[src/rtl/wm_embed.sv]
// wm_embed: replaces the two pixel LSBs with the watermark symbol and frames
// the pixel stream through a 1-deep output register with backpressure.
// Optional feature macro: WM_CHECKSUM_EN adds the wm_checksum output port
// carrying the 16-bit wrapping sum of the symbols embedded in the last frame.
module wm_embed #(
   parameter int PIX_W        = 8,
   parameter int FRAME_PIXELS = 16384,
   parameter int CNT_W        = 14
) (
   input  logic              clk,
   input  logic              rst_n,
   input  logic [PIX_W-1:0]  pix_in,
   input  logic              pix_in_valid,
   input  logic              pix_in_sof,
   output logic              pix_in_ready,
   input  logic [1:0]        wm_data,
   output logic [PIX_W-1:0]  pix_out,
   output logic              pix_out_valid,
   output logic              pix_out_sof,
   output logic              pix_out_eof,
   input  logic              pix_out_ready,
   output logic              frame_done,
   output logic [CNT_W-1:0]  pix_count
`ifdef WM_CHECKSUM_EN
   ,
   output logic [15:0]       wm_checksum
`endif
);

   typedef enum logic [0:0] {
      ST_IDLE   = 1'b0,
      ST_ACTIVE = 1'b1
   } state_t;

   localparam logic [CNT_W-1:0] LAST_CNT = CNT_W'(FRAME_PIXELS - 1);
   localparam logic [CNT_W-1:0] CNT_ONE  = CNT_W'(1);
   localparam logic [CNT_W-1:0] CNT_ZERO = CNT_W'(0);

   // The generator never legally produces 2'b11; such a symbol is neutralised.
   function automatic logic [1:0] sanitize_sym(input logic [1:0] sym);
      return (sym == 2'b11) ? 2'b00 : sym;
   endfunction

   state_t             r_state;
   state_t             w_state_nxt;
   logic [CNT_W-1:0]   r_cnt;
   logic [CNT_W-1:0]   w_cnt_nxt;
   logic [PIX_W-1:0]   r_pix;
   logic               r_valid;
   logic               r_sof;
   logic               r_eof;
   logic               r_done;
   logic               w_acc;
   logic               w_emit;
   logic               w_emit_sof;
   logic               w_eof;
   logic [1:0]         w_sym;

   // Ready is held low while in reset so every output reads 0 during reset.
   assign pix_in_ready = rst_n & (~r_valid | pix_out_ready);
   assign w_acc        = pix_in_valid & pix_in_ready;
   assign w_sym        = sanitize_sym(wm_data);

   assign pix_out       = r_pix;
   assign pix_out_valid = r_valid;
   assign pix_out_sof   = r_sof;
   assign pix_out_eof   = r_eof;
   assign frame_done    = r_done;
   assign pix_count     = r_cnt;

   // Framing FSM: decides whether an accepted pixel is emitted and its sof/eof.
   always_comb begin
      w_state_nxt = r_state;
      w_cnt_nxt   = r_cnt;
      w_emit      = 1'b0;
      w_emit_sof  = 1'b0;
      w_eof       = 1'b0;
      if (w_acc) begin
         case (r_state)
            ST_IDLE: begin
               if (pix_in_sof) begin
                  w_emit      = 1'b1;
                  w_emit_sof  = 1'b1;
                  w_cnt_nxt   = CNT_ONE;
                  w_state_nxt = ST_ACTIVE;
               end else begin
                  w_emit      = 1'b0;
               end
            end
            ST_ACTIVE: begin
               w_emit = 1'b1;
               if (pix_in_sof) begin
                  // Early sof truncates the current frame without an eof.
                  w_emit_sof = 1'b1;
                  w_cnt_nxt  = CNT_ONE;
               end else if (r_cnt == LAST_CNT) begin
                  w_eof       = 1'b1;
                  w_cnt_nxt   = CNT_ZERO;
                  w_state_nxt = ST_IDLE;
               end else begin
                  w_cnt_nxt   = r_cnt + CNT_ONE;
               end
            end
            default: begin
               w_state_nxt = ST_IDLE;
               w_cnt_nxt   = CNT_ZERO;
            end
         endcase
      end else begin
         w_emit = 1'b0;
      end
   end

   // State and pixel counter registers.
   always_ff @(posedge clk or negedge rst_n) begin
      if (!rst_n) begin
         r_state <= ST_IDLE;
         r_cnt   <= CNT_ZERO;
      end else begin
         r_state <= w_state_nxt;
         r_cnt   <= w_cnt_nxt;
      end
   end

   // Output register: load on emit, drop valid when taken with nothing new.
   always_ff @(posedge clk or negedge rst_n) begin
      if (!rst_n) begin
         r_pix   <= '0;
         r_valid <= 1'b0;
         r_sof   <= 1'b0;
         r_eof   <= 1'b0;
      end else if (w_emit) begin
         r_pix   <= {pix_in[PIX_W-1:2], w_sym};
         r_valid <= 1'b1;
         r_sof   <= w_emit_sof;
         r_eof   <= w_eof;
      end else if (pix_out_ready) begin
         r_valid <= 1'b0;
         r_sof   <= 1'b0;
         r_eof   <= 1'b0;
      end
   end

   // One-cycle pulse after the eof beat is taken downstream.
   always_ff @(posedge clk or negedge rst_n) begin
      if (!rst_n) begin
         r_done <= 1'b0;
      end else begin
         r_done <= r_valid & pix_out_ready & r_eof;
      end
   end

`ifdef WM_CHECKSUM_EN
   logic [15:0] r_ck_run;
   logic [15:0] r_ck;
   logic [15:0] w_sym16;

   assign w_sym16     = {14'b0, w_sym};
   assign wm_checksum = r_ck;

   // Running symbol sum per frame, latched on the accepted eof pixel.
   always_ff @(posedge clk or negedge rst_n) begin
      if (!rst_n) begin
         r_ck_run <= 16'h0000;
         r_ck     <= 16'h0000;
      end else if (w_emit) begin
         if (w_emit_sof) begin
            r_ck_run <= w_sym16;
         end else begin
            r_ck_run <= r_ck_run + w_sym16;
         end
         if (w_eof) begin
            r_ck <= r_ck_run + w_sym16;
         end
      end
   end
`endif

endmodule

[config.mk]
export PLATFORM = sky130hd
export DESIGN_NAME = wm_embed
export DESIGN_NICKNAME = d
export VERILOG_FILES = /design/src/rtl/wm_embed.sv
export SDC_FILE = /design/constraint.sdc
export NUM_CORES = 1
export LEC_CHECK = 0
export ABC_CLOCK_PERIOD_IN_PS = 2540
export CORE_UTILIZATION = 51
export CTS_BUF_LIST = sky130_fd_sc_hd__clkbuf_8
export DETAILED_ROUTE_END_ITERATION = 6
export PLACE_DENSITY = 0.92
export SLEW_MARGIN = 10
export SYNTH_ARGS = -nofsm -noshare
export SYNTH_HDL_FRONTEND = slang
export SYNTH_SLANG_ARGS = --single-unit
[constraint.sdc]
create_clock -name clk -period 2.54 [get_ports clk]
set_input_delay 0.508 -clock clk [delete_from_list [all_inputs] [get_ports clk]]
set_output_delay 0.508 -clock clk [all_outputs]
set_load 0.02 [all_outputs]
==> flow_summary.toml <==
[power]
seq_power_share_pct = 48.4
pwr_density_cell_nw_per_um2 = 591
swShare_pct = 31.2
cell_internal_pwr_mw = 0.748
p_switching_mw = 0.338
combPwrFrac_pct = 29.1
clock_power_share_pct = 22.5
leakagePower_nw = 0.762
ir_drop_uv = 390

[logic_synthesis]
syn_inst = 134
ys.flop_type = "dfrtp_1"
syn-num-nets = 150
yosysUniqueCellTypes = 36
synth_edf_count = 0
yosysWarnings = 0
muxShareOfSynthArea_pct = 4.82
yosys.area_share.simple_pct = 22.7
seq_area_frac_synth_pct = 48.2
synth_xor_area_share_pct = 0.624
syn_area_um2 = 1400
synth_compound_area_share_pct = 16.3
avgSynthCellArea_um2 = 10.5
synth-seq-cells = 27
ys_async_sr_fraction_pct = 100
synthAdderAreaFrac_pct = 0.892
synth_top_family_by_area = "simple AND/OR/NAND/NOR gates"

[placement]
hpwl_um = 2300
globalplace.congestion = 0.884
port_buffers = 39

[critical_path]
crit_required_ps = 2030
r2r_end = "pix_count[3]"
end_kind = "primary output"
reg2regPathDepth = 5
path_cells = "clkdlybuf4s50_1, nand2b_2, and2_1, clkdlybuf4s50_1"
cp.arrival_ps = 1930
cp_top_family = "buffers and inverters"
critPathMaxStageDelay_ps = 630
start_kind = "input port"
critPathMostFrequentCell = "clkdlybuf4s50_1"
worst_r2r_startpoint = "pix_count[0]"
path_buf_inv = 2
worstSetupPathType = "input port to primary output"
rrSetupSlack_ps = 690
worstPathMaxFanout = 5
worst_path_max_delay_cell = "clkdlybuf4s50_1"

[drt]
vias = 1214
drc = 0
antenna_left = 0
drt-pass1-iter-count = 4
viasPerCell = 5.95
wl_per_cell_um = 15.5
wl_um = 3160
drtIter0Drc = 36

[sta]
drv_slew = 0
slew_headroom_pct = 61.6
finalClockSkew_ps = 2.38
fin_crit_sh_pct = 96.0
period_needed_ps = 2440
hold_viol = 0
rsz0062_at_grt = "false"
clock.fmax_ghz = 0.410
timing.hold.ws_ps = 434
setup_viol_count_final = 0
setup-tns-final_ps = 0
tightest_slew_ps = 576

[die]
core_area_um2 = 2540
die_x_um = 54.4
initial_core_util_pct = 55.1
die_area_um2 = 2960
ios = 42
die_h_um = 54.4
rows = 18

[global_routing]
grt_pass1_vias = 1178
grt_max_degree = 23
antenna_found_initial = 0
grt_pass1_wl_um = 5370
grt_usage_pct = 25.3
grt_remaining_overflow = 0

[cells_and_area]
drive_above_1_share_pct = 13.8
final_common_cell = "clkdlybuf4s50_1"
final_nets = 191
insertedDiodeCount = 0
fillers = 183
syn2layout_area_growth_pct = 31.0
final_cell_mix = "clkdlybuf4s50_1, dfrtp_1, nand2_1"

[clock_tree]
cts.clk_slew.worst_paths_ps = 90
clk_latency_ps = 270
cts_tree = "yes"
htreeDepth = 1
post_cts_buffers = 0
cts_sinks = 27
clockBufferDepth = 2
root_buffer = "clkbuf_8"
cts_buffers = 3
cts_resized = 0
ctsHoldBuffers = 0

[run_status]
status = "finished clean"

[worst_hold_path]
holdCritPathClass = "input port to asynchronous set/reset pin"

[flow_run]
max_cap_viol_count = 0
[sequential cells by signal, indices dropped and copies added, names as in the netlist]
register and cells:
pix_out_eof 1, pix_out 8, pix_count 14, pix_out_valid 1, r_state 1, frame_done 1, pix_out_sof 1
[routing by layer]
metal / vias up / GRT usage (%) / part of all wire [%]
li1: 577 / - / -
met1: 588 / 31.2 / 41
met2: 39 / 42.9 / 52
met3: 10 / 4.17 / 4.0
met4: 0 / 12.0 / 2.9
met5: - / 0 / 0
[cell type report]
type                       instances  area (um2)  share of cell area [%]
sequential                        27         676                    36.8
multi-input combinational         94         636                    34.6
timing repair buffer              43         420                    22.9
clock buffer                       3        41.3                    2.25
tap                               30        37.5                    2.04
inverter                           6        22.5                    1.23
clock inverter                     1        5.00                   0.272
[power groups by stage]
stage / clock (mW) / combinational [mW] / sequential, mW
floorplan: 0 / 0.0998 / 0.590
CTS: 0.248 / 0.319 / 0.526
detailed placement: 0 / 0.313 / 0.534
global placement: 0 / 0.304 / 0.531
finish: 0.245 / 0.316 / 0.525
global route: 0.256 / 0.341 / 0.535
[kinds of logic (layout without fill, tap and decap cells)]
kind of cell               Yosys count  after routing
and+or+nand+nor                     53             53
AOI/OAI and AO/OA                   33             33
DFF                                 27             27
buffers and inverters               13             53
muxes                                6              6
adders and majority gates            1              1
xor gates and xnor gates             1              1
[synthesized netlist by cell type (2+ instances only)]
master / n / area share (%)
dfrtp_1: 27 / 48
nand2_1: 17 / 4.5
a31oi_1: 13 / 5.8
nand3_1: 7 / 2.5
inv_1: 6 / 1.6
mux2_2: 6 / 4.8
and3_2: 5 / 2.7
nand2b_1: 5 / 2.2
o21ai_0: 5 / 1.8
buf_6: 4 / 3.2
a21oi_1: 3 / 1.1
a41oi_1: 3 / 1.9
and4_1: 3 / 1.9
nand4_1: 3 / 1.3
a32o_1: 2 / 1.4
nand3b_1: 2 / 1.1
nor2_1: 2 / 0.54
o211ai_1: 2 / 1.1
o22ai_1: 2 / 0.89
[through the flow]
step | area [um2] | instances | power, mW | utilization, % | setup WS, ps
after floorplan | 1400 | 134 | 0.690 | - | 838
after global routing | 1840 | 204 | 1.13 | 72.2 | 47.3
after detailed placement | 1790 | 200 | 0.847 | 70.4 | 120
after CTS | 1840 | 204 | 1.09 | 72.2 | 113
final | 1840 | 204 | 1.09 | 72.2 | 102
after global placement | 1790 | 200 | 0.835 | 70.4 | 165
[worst max-delay path by stage]
stage                             start      endpoint  slack [ps]  depth (start not counted)
after floorplan            pix_count[0]  pix_count[1]         840                          6
after global placement    pix_out_ready  pix_in_ready         160                          4
after detailed placement  pix_out_ready  pix_in_ready         120                          4
after CTS                 pix_out_ready  pix_in_ready         110                          4
after global routing      pix_out_ready  pix_in_ready          50                          4
final                     pix_out_ready  pix_in_ready         100                          4
(Power assumes the default switching activity.)
